### src/rtl/mem_port_arbiter.sv
`default_nettype none
// +----------------------------------------------------------------------------+
// | mem_port_arbiter: shares one memory port between fetch and data requesters |
// | Optional: `define MEM_TIMEOUT_EN to abort accesses stuck in wait states.   |
// | Revision: 1.0                                                              |
// +----------------------------------------------------------------------------+
module mem_port_arbiter #(
  parameter int ADDR_W      = 32,
  parameter int DATA_W      = 32,
  parameter int TIMEOUT_CYC = 16
) (
  input  logic              clk,
  input  logic              rst,
  input  logic              if_req,
  input  logic [ADDR_W-1:0] if_addr,
  output logic              if_gnt,
  output logic              if_valid,
  output logic [DATA_W-1:0] if_rdata,
  input  logic              d_req,
  input  logic              d_we,
  input  logic [ADDR_W-1:0] d_addr,
  input  logic [DATA_W-1:0] d_wdata,
  output logic              d_gnt,
  output logic              d_valid,
  output logic [DATA_W-1:0] d_rdata,
  output logic              err,
  output logic              busy,
  output logic              mem_en,
  output logic              mem_we,
  output logic [ADDR_W-1:0] mem_addr,
  output logic [DATA_W-1:0] mem_wdata,
  input  logic [DATA_W-1:0] mem_rdata,
  input  logic              mem_ready
);

  localparam logic [1:0] c_st_idle   = 2'd0;
  localparam logic [1:0] c_st_access = 2'd1;
  localparam logic [1:0] c_st_resp   = 2'd2;
  localparam logic       c_own_if    = 1'b0;
  localparam logic       c_own_d     = 1'b1;

  logic [1:0] r_state;
  logic [1:0] w_state_nxt;
  logic       r_owner;      // owner of the current / most recent access
  logic       w_req_any;
  logic       w_grant_d;
  logic       w_timeout;

  assign w_req_any = if_req | d_req;
  // Data wins unless the fetch side is also asking and data went last.
  assign w_grant_d = d_req & (~if_req | (r_owner == c_own_if));

`ifdef MEM_TIMEOUT_EN
  localparam int c_cnt_w = $clog2(TIMEOUT_CYC + 1);
  logic [c_cnt_w-1:0] r_wait_cnt;

  always_ff @(posedge clk or posedge rst) begin
    if (rst) begin
      r_wait_cnt <= '0;
    end else if (r_state != c_st_access) begin
      r_wait_cnt <= '0;
    end else if (!mem_ready) begin
      r_wait_cnt <= r_wait_cnt + c_cnt_w'(1);
    end
  end

  // Abort on the wait cycle that brings the count up to TIMEOUT_CYC.
  assign w_timeout = (r_state == c_st_access) && !mem_ready &&
                     (r_wait_cnt == c_cnt_w'(TIMEOUT_CYC - 1));

  always_ff @(posedge clk or posedge rst) begin
    if (rst) begin
      err <= 1'b0;
    end else begin
      err <= w_timeout;
    end
  end
`else
  // Never true: without the timeout build an access waits for mem_ready forever.
  assign w_timeout = (TIMEOUT_CYC < 0);
  assign err       = 1'b0;
`endif

  always_ff @(posedge clk or posedge rst) begin
    if (rst) begin
      r_state <= c_st_idle;
    end else begin
      r_state <= w_state_nxt;
    end
  end

  always_comb begin
    w_state_nxt = r_state;
    case (r_state)
      c_st_idle:   if (w_req_any) w_state_nxt = c_st_access;
      c_st_access: if (mem_ready || w_timeout) w_state_nxt = c_st_resp;
      c_st_resp:   w_state_nxt = c_st_idle;
      default:     w_state_nxt = c_st_idle;
    endcase
  end

  always_ff @(posedge clk or posedge rst) begin
    if (rst) begin
      r_owner   <= c_own_if;
      if_gnt    <= 1'b0;
      if_valid  <= 1'b0;
      if_rdata  <= '0;
      d_gnt     <= 1'b0;
      d_valid   <= 1'b0;
      d_rdata   <= '0;
      busy      <= 1'b0;
      mem_en    <= 1'b0;
      mem_we    <= 1'b0;
      mem_addr  <= '0;
      mem_wdata <= '0;
    end else begin
      if_gnt   <= 1'b0;
      d_gnt    <= 1'b0;
      if_valid <= 1'b0;
      d_valid  <= 1'b0;
      busy     <= (w_state_nxt != c_st_idle);
      case (r_state)
        c_st_idle: begin
          if (w_req_any) begin
            r_owner  <= w_grant_d;
            if_gnt   <= ~w_grant_d;
            d_gnt    <= w_grant_d;
            mem_en   <= 1'b1;
            mem_we   <= w_grant_d & d_we;
            mem_addr <= w_grant_d ? d_addr : if_addr;
            if (w_grant_d) mem_wdata <= d_wdata;
          end
        end
        c_st_access: begin
          if (mem_ready || w_timeout) begin
            mem_en <= 1'b0;
            mem_we <= 1'b0;
            if (r_owner == c_own_d) d_valid  <= 1'b1;
            else                    if_valid <= 1'b1;
            // mem_we still holds the latched direction of this access.
            if (mem_ready && !mem_we) begin
              if (r_owner == c_own_d) d_rdata  <= mem_rdata;
              else                    if_rdata <= mem_rdata;
            end
          end
        end
        default: begin
          mem_en <= 1'b0;
          mem_we <= 1'b0;
        end
      endcase
    end
  end

endmodule
`default_nettype wire
### config.mk
export PLATFORM = sky130hd
export DESIGN_NAME = mem_port_arbiter
export DESIGN_NICKNAME = d
export VERILOG_FILES = /design/src/rtl/mem_port_arbiter.sv
export SDC_FILE = /design/constraint.sdc
export NUM_CORES = 1
export LEC_CHECK = 0
export BUFFER_PORTS_ARGS = -buffer_cell sky130_fd_sc_hd__buf_2
export CAP_MARGIN = 20
export CORE_MARGIN = 4
export CORE_UTILIZATION = 46
export CTS_CLUSTER_DIAMETER = 30
export DETAILED_ROUTE_END_ITERATION = 12
export PLACE_DENSITY = 0.77
export SYNTH_ARGS = -nofsm -noshare
export SYNTH_HDL_FRONTEND = slang
export SYNTH_SLANG_ARGS = --single-unit
export TNS_END_PERCENT = 50
### constraint.sdc
create_clock -name clk -period 4.1 [get_ports clk]
set_input_delay 0 -clock clk [delete_from_list [all_inputs] [get_ports clk]]
set_output_delay 0 -clock clk [all_outputs]
set_load 0.005 [all_outputs]
==> impl_metrics.tcl <==
set metrics [dict create \
    crit_arrival_ns 2.85 \
    top_layer_used "met4" \
    dr_total_vias 5088 \
    start_util 0.467 \
    avgSynthCellArea_um2 13.3 \
    skew_ns 0.00947 \
    ant_nets 0 \
    syn_to_final_growth_pct 60.0 \
    worstPathRequired_ns 4.44 \
    muxShareOfSynthArea 0.215 \
    whs_ns 0.231 \
    synth_area_leader_cell "dfrtp_1" \
    yosys_warnings 0 \
    syn-cell-area_um2 5590 \
    design_area_um2 8940 \
    synth_common_cells "dfrtp_1, nand2_1, mux2_2, a21oi_1, a31oi_1" \
    clock_path_buffers 2 \
    dieWidth_um 118 \
    layout.nets 950 \
    cts_buffers 17 \
    drc 0 \
    path_cells "a21bo_1, nand2_1, a31oi_1, dlygate4sd3_1" \
    ir_drop_mv 0.345 \
    finalWeightedCongestion 0.776 \
    port_buffers 268 \
    placed_area_um2 7010 \
    via_per_inst 5.21 \
    maxCapViolCount 0 \
    finalSetupViolCount 0 \
    cellLeakagePower_nw 4.42 \
    ys_ff_latch 138 \
    synth_ff_type "dfrtp_1" \
    syn_inst 419 \
    ios 270 \
    antenna_found_initial 0 \
    end_kind "flop" \
    synthDistinctLibCells 27 \
    wl_met3_um 1290 \
    hold_violations 0 \
    yosysTopAreaCellShare 0.618 \
    synth_xor_area_frac 0 \
    synth_fa_ha_area_frac 0 \
    synth_top_family_by_area "multiplexers" \
    period_share 0.612 \
    numClockSinks 138 \
    critPathSlowestCell "a21bo_1" \
    htree_levels 4 \
    core_area_um2 12000 \
    cp_slowest_stage_delay_ns 0.89 \
    layout-drive-gt1-share 0.489 \
    report.final.slew_viol_count 0 \
    crit_path_start_kind "flop" \
    grt_pass1_vias 5500 \
    path_class "reg2reg" \
    cellPowerDensity_nw_per_um2 728 \
    hold_class "in2reg" \
    drt_pass1_iterations 5 \
    grt_max_degree 94 \
    wl_met1_um 6510 \
    syn_nets 553 \
    finalSetupTns_ns 0 \
    worstMarginPinSlew_ns 1.09 \
    wl_per_cell_um 18.4 \
    dieArea_um2 14000 \
    slew_headroom 0.273 \
    hpwl_um 10500 \
    status "finished clean" \
    rsz0062_at_grt "no" \
    drt-total-wl_um 17900 \
    die_y_um 118 \
    hold_buffers 133 \
    drt_iter0_drc 493 \
    dr_wl_met2_um 9480 \
    num_rows 40 \
    synth_most_common_cell "dfrtp_1" \
    yosys.area_share.simple 0.0615 \
    synth_compound_area_frac 0.0730 \
    cts_tree "yes" \
    cp_top_family "compound AO/OA/AOI/OAI gates" \
    grt_pass1_wl_um 28200 \
    post_cts_buffers 0 \
    cts_resized 0 \
    rrSetupSlack_ns 1.59 \
    synth_edf_count 0 \
    seq_area_frac_synth 0.618 \
    clk_pin_slew_worst_paths_ns 0.06 \
    cp_num_buf_inv 1 \
    async_reset_ff_frac 1.00 \
    max_freq_mhz 398 \
    grt_usage 0.255 \
    post-route-min-period_ns 2.51 \
    crit_fanout 33 \
    postLayoutCoreUtil 0.748 \
    overflow 0 \
    worst_skew_pair.late_latency_ns 0.40 \
    synth_area_leaders "dfrtp_1, mux2_2, mux2_4, nand2_1, a31oi_1" \
    root_buffer "clkbuf_16" \
]
==> cell usage in the layout, fill, tap and decap left out, types with 2 or more instances in the layout <==
cell	synthesis	final
mux2_1	3	3
nor3_4	1	2
mux2_4	30	30
diode_2	0	3
dlygate4sd3_1	0	133
clkinv_2	0	5
inv_1	4	3
dfrtp_1	138	138
mux2_2	63	63
clkbuf_16	0	18
nor2_1	4	3
nand2_1	68	68
buf_4	5	5
a21oi_1	32	32
clkbuf_8	0	3
clkbuf_1	15	2
and2_1	2	2
buf_2	7	268
a31oi_1	32	32
==> where the power goes <==
group          switching (mW)  internal [mW]
Combinational            1.09           1.55
Clock                   0.542          0.871
Sequential              0.414           2.05
Total                    2.05           4.47
==> flip-flops by register name, summed over array words and instances, names as in the netlist <==
register and flops:
busy 1, d_gnt 1, d_rdata 32, d_valid 1, if_gnt 1, if_rdata 32
if_valid 1, mem_addr 32, mem_en 1, mem_wdata 32, mem_we 1, r_owner 1
r_state 2
==> through the flow <==
step | setup slack [ns] | std cells | power [mW]
6_report | 1.59 | 977 | 6.51
5_1_grt | 1.46 | 974 | 6.86
2_1_floorplan | 0.404 | 419 | 3.62
4_1_cts | 1.70 | 972 | 6.41
3_3_place_gp | 1.90 | 809 | 4.52
3_5_place_dp | 1.82 | 809 | 4.63
==> per-layer routing <==
layer,global-route usage,vias up
met3,0.0775,54
met2,0.453,313
li1,-,2257
met1,0.281,2464
met5,0,-
met4,0.109,0
==> cell type report <==
cell class / count / area [um^2]
Fill cell: 728 / 3020
Clock buffer: 22 / 474
Sequential cell: 138 / 3450
Inverter: 4 / 20.0
Multi-Input combinational cell: 247 / 1970
Antenna cell: 3 / 7.51
Clock inverter: 8 / 71.3
Tap cell: 147 / 184
Timing Repair Buffer: 408 / 2760
==> tightest hold or removal path, cell delays in order <==
cell and delay (ns):
buf_2 0.11, a21boi_2 0.11, buf_4 0.24, nor2_1 0.12
==> final timing paths <==
check | start | to | cells past startpoint
worst max-delay path | r_owner | mem_addr[11] | 4
worst min-delay path | if_req | if_gnt | 4
worst max register to register | r_owner | mem_addr[11] | 4
worst min register to register | if_rdata[16] | if_rdata[16] | 1
max in group asynchronous | rst | mem_addr[12] | 4
min in group asynchronous | rst | mem_wdata[16] | 3
==> kinds of logic (layout without fill, tap and decap cells) <==
kind of cell | count (synthesis) | in the layout
buffers and inverters | 34 | 442
DFF | 138 | 138
other | 1 | 4
muxes | 97 | 97
and+or+nand+nor | 79 | 79
AOI/OAI and AO/OA | 70 | 70
No activity file was read; power rests on OpenSTA's default activity.
